`src/rtl/xnor_match_pkg.sv`:
```
// Shared types and width helper for the bit-serial XNOR match engine.
package xnor_match_pkg;

    typedef enum logic [1:0] {
        IDLE = 2'd0,
        RUN  = 2'd1,
        DONE = 2'd2
    } xm_state_t;

    // Ceiling log2, never below 1 so derived vectors keep at least one bit.
    function automatic int clog2w(input int w);
        int r;
        r = 0;
        while ((1 << r) < w) r++;
        return (r < 1) ? 1 : r;
    endfunction

endpackage

```
`src/rtl/xnor_match_ctrl_xnorgate.sv`:
```
// Shared 2-input XNOR cell; c is 1 when the two input bits agree.
module xnorgate (
    input  logic a,
    input  logic b,
    output logic c
);

    assign c = ~(a ^ b);

endmodule

```
`src/rtl/xnor_match_ctrl.sv`:
```
// Bit-serial match counter: streams operand bits LSB first through one xnorgate.
// Optional XNOR_MATCH_EARLY_EXIT_EN stops at the first mismatching bit.
module xnor_match_ctrl
    import xnor_match_pkg::*;
#(
    parameter int WIDTH = 8,
    parameter int CNT_W = clog2w(WIDTH + 1)
) (
    input  logic             clk,
    input  logic             rst_n,
    input  logic             in_valid,
    output logic             in_ready,
    input  logic [WIDTH-1:0] a,
    input  logic [WIDTH-1:0] b,
    output logic             out_valid,
    input  logic             out_ready,
    output logic [CNT_W-1:0] match_cnt,
    output logic             equal,
    output logic             busy
);

    localparam int IDX_W = clog2w(WIDTH);
    localparam logic [IDX_W-1:0] IDX_LAST = IDX_W'(WIDTH - 1);

    xm_state_t        state_q, state_d;
    logic [IDX_W-1:0] idx_q, idx_d;
    logic [CNT_W-1:0] cnt_q, cnt_d;
    logic [WIDTH-1:0] a_q, a_d, b_q, b_d;
    logic [CNT_W-1:0] res_cnt_q, res_cnt_d;
    logic             equal_q, equal_d;

    logic bit_a, bit_b, bit_match;
    logic last_bit;

    assign bit_a = a_q[idx_q];
    assign bit_b = b_q[idx_q];

    xnorgate u_xnor (
        .a (bit_a),
        .b (bit_b),
        .c (bit_match)
    );

    always_comb begin
        state_d   = state_q;
        idx_d     = idx_q;
        cnt_d     = cnt_q;
        a_d       = a_q;
        b_d       = b_q;
        res_cnt_d = res_cnt_q;
        equal_d   = equal_q;
        last_bit  = (idx_q == IDX_LAST);
`ifdef XNOR_MATCH_EARLY_EXIT_EN
        last_bit  = last_bit || !bit_match;
`endif
        unique case (state_q)
            IDLE: begin
                if (in_valid) begin
                    a_d     = a;
                    b_d     = b;
                    idx_d   = '0;
                    cnt_d   = '0;
                    state_d = RUN;
                end
            end
            RUN: begin
                cnt_d = cnt_q + CNT_W'(bit_match);
                // Result is captured separately so it survives the next accept.
                if (last_bit) begin
                    res_cnt_d = cnt_d;
                    equal_d   = (cnt_d == CNT_W'(WIDTH));
                    state_d   = DONE;
                end else begin
                    idx_d = idx_q + 1'b1;
                end
            end
            DONE: begin
                if (out_ready) state_d = IDLE;
            end
            default: state_d = IDLE;
        endcase
    end

    always_ff @(posedge clk or negedge rst_n) begin
        if (!rst_n) begin
            state_q   <= IDLE;
            idx_q     <= '0;
            cnt_q     <= '0;
            a_q       <= '0;
            b_q       <= '0;
            res_cnt_q <= '0;
            equal_q   <= 1'b0;
        end else begin
            state_q   <= state_d;
            idx_q     <= idx_d;
            cnt_q     <= cnt_d;
            a_q       <= a_d;
            b_q       <= b_d;
            res_cnt_q <= res_cnt_d;
            equal_q   <= equal_d;
        end
    end

    assign in_ready  = (state_q == IDLE);
    assign out_valid = (state_q == DONE);
    assign busy      = (state_q != IDLE);
    assign match_cnt = res_cnt_q;
    assign equal     = equal_q;

endmodule

```
`config.mk`:
```
export PLATFORM = sky130hd
export DESIGN_NAME = xnor_match_ctrl
export DESIGN_NICKNAME = d
export VERILOG_FILES = /design/src/rtl/xnor_match_pkg.sv /design/src/rtl/xnor_match_ctrl_xnorgate.sv /design/src/rtl/xnor_match_ctrl.sv
export SDC_FILE = /design/constraint.sdc
export NUM_CORES = 1
export LEC_CHECK = 0
export BUFFER_PORTS_ARGS = -buffer_cell sky130_fd_sc_hd__buf_2
export CAP_MARGIN = 10
export CORE_MARGIN = 3
export CORE_UTILIZATION = 34
export CTS_BUF_LIST = sky130_fd_sc_hd__clkbuf_4
export CTS_CLUSTER_DIAMETER = 100
export DETAILED_ROUTE_END_ITERATION = 6
export HOLD_SLACK_MARGIN = 0.15
export RECOVER_POWER = 100
export SETUP_SLACK_MARGIN = 0.2
export SYNTH_ARGS = -nofsm -noshare
export SYNTH_HDL_FRONTEND = slang
export SYNTH_SLANG_ARGS = --single-unit
```
`constraint.sdc`:
```
create_clock -name clk -period 4.5 [get_ports clk]
set_input_delay 0.45 -clock clk [delete_from_list [all_inputs] [get_ports clk]]
set_output_delay 0.45 -clock clk [all_outputs]
set_load 0.03 [all_outputs]
```
# Yosys cells after proc, flatten, opt, wreduce, memory -nomap -nowiden
# Index checks and enable logic that the tools add are counted.
# classes
eq_ne	8
n_reduce_logical	8
addsub	2
order_cmp	1
mux	13
n_mul	0
n_div	0
shifts	0
bitwise	2
# op_table
operator	n
$pmux 4 s2	1
$bmux 1 s3	2
$mux 2	3
$mux 3	2
$ne 2x2->1 const B	3
$pmux 2 s3	1
$pmux 3 s2	1
$reduce_and 2->1	3
$reduce_and 3->1	2
$add 4x1->4	1
$eq 4x4->1 const B	1
$lt 3x4->1 const B	1
$mux 4	1
$reduce_bool 2->1	2
$add 3x1->3 const B	1
$eq 3x3->1 const B	1
$eq 2x1->1 const B	1
$eq 2x2->1 const B	1
$logic_not 2->1	1
$mux 1	2
$ne 2x1->1 const B	1
$not 1->1	1
$xor 1x1->1	1
# totals
output_inout_bits	8
ff_bits	30
latch_bits	0
ram_bits	0
in_bits	20
mem_count	0
mem_bits_ro	0

# Depth between registers and ports, before layout
# logic_depth
ltp_word	6
depth_mapped	9
ltp_nobuf	8

# Modules after synthesis
# A second synthesis with hierarchy kept.
# hier_totals
hier_cells	103
area_unflattened_um2	1460.2
# by_module_without_submodules
module	cells_per_inst	instances	area_per_inst_um2
xnor_match_ctrl	102	1	1451.4
xnorgate	1	1	8.8

# Worst setup path before layout
# OpenSTA, ideal clock, no wires.
# synth_timing
path_kind	register to register
startpoint	reg idx_q[0]
endpoint	reg equal_q, in the netlist equal
setup_slack_ps	1971
t_arrival_ps	2447
path_stages_with_launch	10
setup_ps	83
required_ps	4417
path_cell_list	dfrtp_1 clkbuf_1 mux4_2 mux2i_1 xnor2_1 ha_1 ha_1 xnor2_1 or4b_1 o21ai_0
# synth_between
elab_chain_cells	6
word_cells_on_any_way	10
# synth_rtl
element	line_no	rtl
from (decl)	xnor_match_ctrl.sv:26	logic [IDX_W-1:0] idx_q, idx_d;
from (signal assigned)	xnor_match_ctrl.sv:95	idx_q <= idx_d;
$bmux 1 s3, on equally long branches	xnor_match_ctrl.sv:35, xnor_match_ctrl.sv:36	
$mux 1, on equally long branches	xnor_match_ctrl.sv:35, xnor_match_ctrl.sv:36	
$xor 1x1->1	xnor_match_ctrl_xnorgate.sv:8	assign c = ~(a ^ b);
$not 1->1	xnor_match_ctrl_xnorgate.sv:8	
$add 4x1->4	xnor_match_ctrl.sv:67	cnt_d = cnt_q + CNT_W'(bit_match);
$eq 4x4->1	xnor_match_ctrl.sv:71	equal_d = (cnt_d == CNT_W'(WIDTH));
to (signal assigned)	xnor_match_ctrl.sv:100	equal_q <= equal_d;
to (decl)	xnor_match_ctrl.sv:30	logic equal_q, equal_d;
# Parallel ways exist; a longest one is shown, timed or not. The select of a mux whose other input is x is not followed.
# A chain may end at the register's enable or synchronous reset.

# Final worst setup path
# Ends and elaborated chain as after synthesis.

==> summary.md <==
| Metric | Value |
|---|---|
| Core area | `4086 sq um` |
| Avg Inst Size Synth | `14.57 sq um` |
| Ys async rst share | `1.000` |
| FILL cells | `420` |
| Final Non-Filler Cells | `181` |
| CTS H-tree lvls | `2` |
| Hold Violations, Final | `0` |
| Cells after Synth | `101` |
| Pwr dens | `737.5 nW/um^2` |
| Startpoint types | `flip-flop` |
| Die Span Y | `71.79 microns` |
| Utilization after layout | `0.3980` |
| Number of buffers created by CTS | `5` |
| Ports | `28` |
| DR vias/cell | `4.912` |
| VDD IR-drop max | `256.8 uV` |
| CTS tree | `yes` |
| WP data arrival | `2.84 ns` |
| Largest area contributor in the netlist | `dfrtp_1` |
| Multi-input logic area | `624.3 sq um` |
| Post-DP Area | `1623 sq um` |
| Initial Utilization | `0.3601` |
| Initial antenna violation count | `0` |
| Pre-antenna DRT Iters | `4` |
| Ranking of synthesized cells by area | `dfrtp_1, mux2_4, mux2_2` |
| First-pass GRT wire length | `4153 microns` |
| Required @ worst endpoint | `4.74 ns` |
| Drt drc | `0` |
| Most numerous cell in the Yosys netlist | `dfrtp_1` |
| Hold-fix buffers, CTS | `0` |
| Row Count | `23` |
| Detail Route Antenna Nets | `0` |
| DIE WIDTH | `71.79 microns` |
| Max-Cap Viols | `1` |
| Outcome | `finished, violations left` |
| Post-CTS setup buffer count | `0` |
| RSZ-0062 raised after global routing | `no` |
| Starting DRT DRC Count | `24` |
| Register Area | `750.7 sq um` |
| Post-cts gate resize count | `0` |
| Placed Instances | `173` |
| Slew @ Worst Pin | `1.561 ns` |
| Design area | `1627 sq um` |
| Syn_nets | `125` |
| Via count | `889` |
| #FFs+latches synth | `30` |
| Final setup viols | `0` |
| CTS Buffer Depth | `2` |
| Part of the cycle the worst path needs | `0.5775` |
| Ys flop type | `dfrtp_1` |
| Fin crit period | `2.599 ns` |
| Register area share after synthesis | `0.5102` |
| Worst hold path type | `input port to flip-flop` |
| Ys Warns | `0` |
| Total gr overflow | `0` |
| Total routed wirelength | `2476 microns` |
| List of most frequent post-synthesis cells | `dfrtp_1, mux2_2, mux2_4` |
| Buffers on Ports | `27` |
| Setup crit end kind | `flip-flop` |
| Cell variety after synth | `26` |
| CTS clock-pin slew for the worst setup and hold paths | `0.09 ns` |
| Clock latency at the later pin of the worst-skew pair | `0.32 ns` |
| GRT Overall Usage | `0.1067` |
| Post-synth top area share | `0.5102` |
| Failing checks | `max-capacitance violations, max-slew violations` |
| Total power | `0.001200 W` |
| Share of cells above drive strength 1 | `0.3359` |
| R2r setup slk | `1.90 ns` |
| Crit Path Class | `flip-flop to flip-flop` |
| Clock sinks | `30` |
| WL per Instance | `13.68 microns` |
| Clk root buf | `clkbuf_4` |
| Die area | `5153 sq um` |
| FMAX | `0.3848 GHz` |
| Layout Skew | `0.006692 ns` |
| EDFF count, synth | `0` |
| Relative slew margins | `-0.04065` |
| Ant diodes | `0` |
| GPL Wtd Cong | `0.7368` |
| Post-Synthesis Cell Area | `1471 sq um` |
| Slew Limit Fails | `31` |
| Nets@finish | `154` |
| Final TNS setup | `0 ns` |
| CP max FO | `6` |
| Static leakage | `0.7411 nW` |
| Area Growth Syn to Fin | `10.54%` |
| Vias in the first global route | `919` |
| Largest net degree at the start of global routing | `31` |
report_power, final:
group / total [W] / switching (W) / internal (W)
registers: 0.000505 / 0.000107 / 0.000398
logic: 0.000543 / 0.000234 / 0.000310
clock network: 0.000152 / 0.0000869 / 0.0000646
total: 0.00120 / 0.000428 / 0.000772
flip-flops by register name (all words and copies together) (netlist names):
name / count
equal: 1
idx_q: 3
state_q: 2
a_q: 8
cnt_q: 4
b_q: 8
match_cnt: 4
worst max-delay path: stages, from the launching register on:
cell and delay, ns:
dfrtp_1 0.51, mux4_2 0.53, mux2i_1 0.18, xnor2_1 0.11, ha_1 0.21, ha_1 0.21, xnor2_1 0.18, or4b_1 0.44
o21ai_0 0.14
final timing paths:
path	endpoint	cells past startpoint	start
hold / removal	state_q[1]	2	out_ready
max in group asynchronous	cnt_q[2]	1	rst_n
min in group asynchronous	idx_q[0]	1	rst_n
setup / recovery	equal	8	idx_q[0]
setup reg to reg	equal	8	idx_q[0]
hold reg to reg	equal	2	equal
layout make-up:
cell class                      count  area share
Tap cell                           50     0.03846
Inverter                            3    0.006923
Timing Repair Buffer               27     0.07615
Clock buffer                        6     0.02769
Sequential cell                    30      0.4615
Clock inverter                      2    0.005385
Multi-Input combinational cell     63      0.3838
cells by family (layout without fill, tap and decap cells):
kind of cell,count (synthesis),count (layout),synth area share
flip-flops,30,30,0.5102
multiplexers,28,28,0.2679
AO/OA/AOI/OAI,14,14,0.07228
AND/OR/NAND/NOR,14,14,0.05867
buffers and inverters,8,38,0.03912
adder cells (fa/ha/maj),4,4,0.03401
XOR/XNOR,3,3,0.01786
stage by stage:
stage	worst slack (ns)	hold slack, ns
final	1.901	0.3118
after global routing	1.708	0.2921
after CTS	1.873	0.1571
after detailed placement	1.905	0.4712
after global placement	1.974	0.4611
after floorplan	1.971	0.1544
cell usage in the layout (no fill, tap or decap), types with 3 or more instances in the layout:
master    count
dfrtp_1      30
buf_2        18
mux2_2       12
a22o_1        9
clkbuf_1      9
mux2_1        7
clkbuf_4      6
mux4_2        4
nor2_1        4
o21ai_0       4
ha_1          4
mux2i_1       3
nand2_1       3
per-layer routing:
layer,GRT usage,wire length [microns]
met1,0.1329,1156
met2,0.1653,1154
met3,0.03787,133
met4,0.05010,32
met5,0,0
No activity file was read; power rests on OpenSTA's default activity.
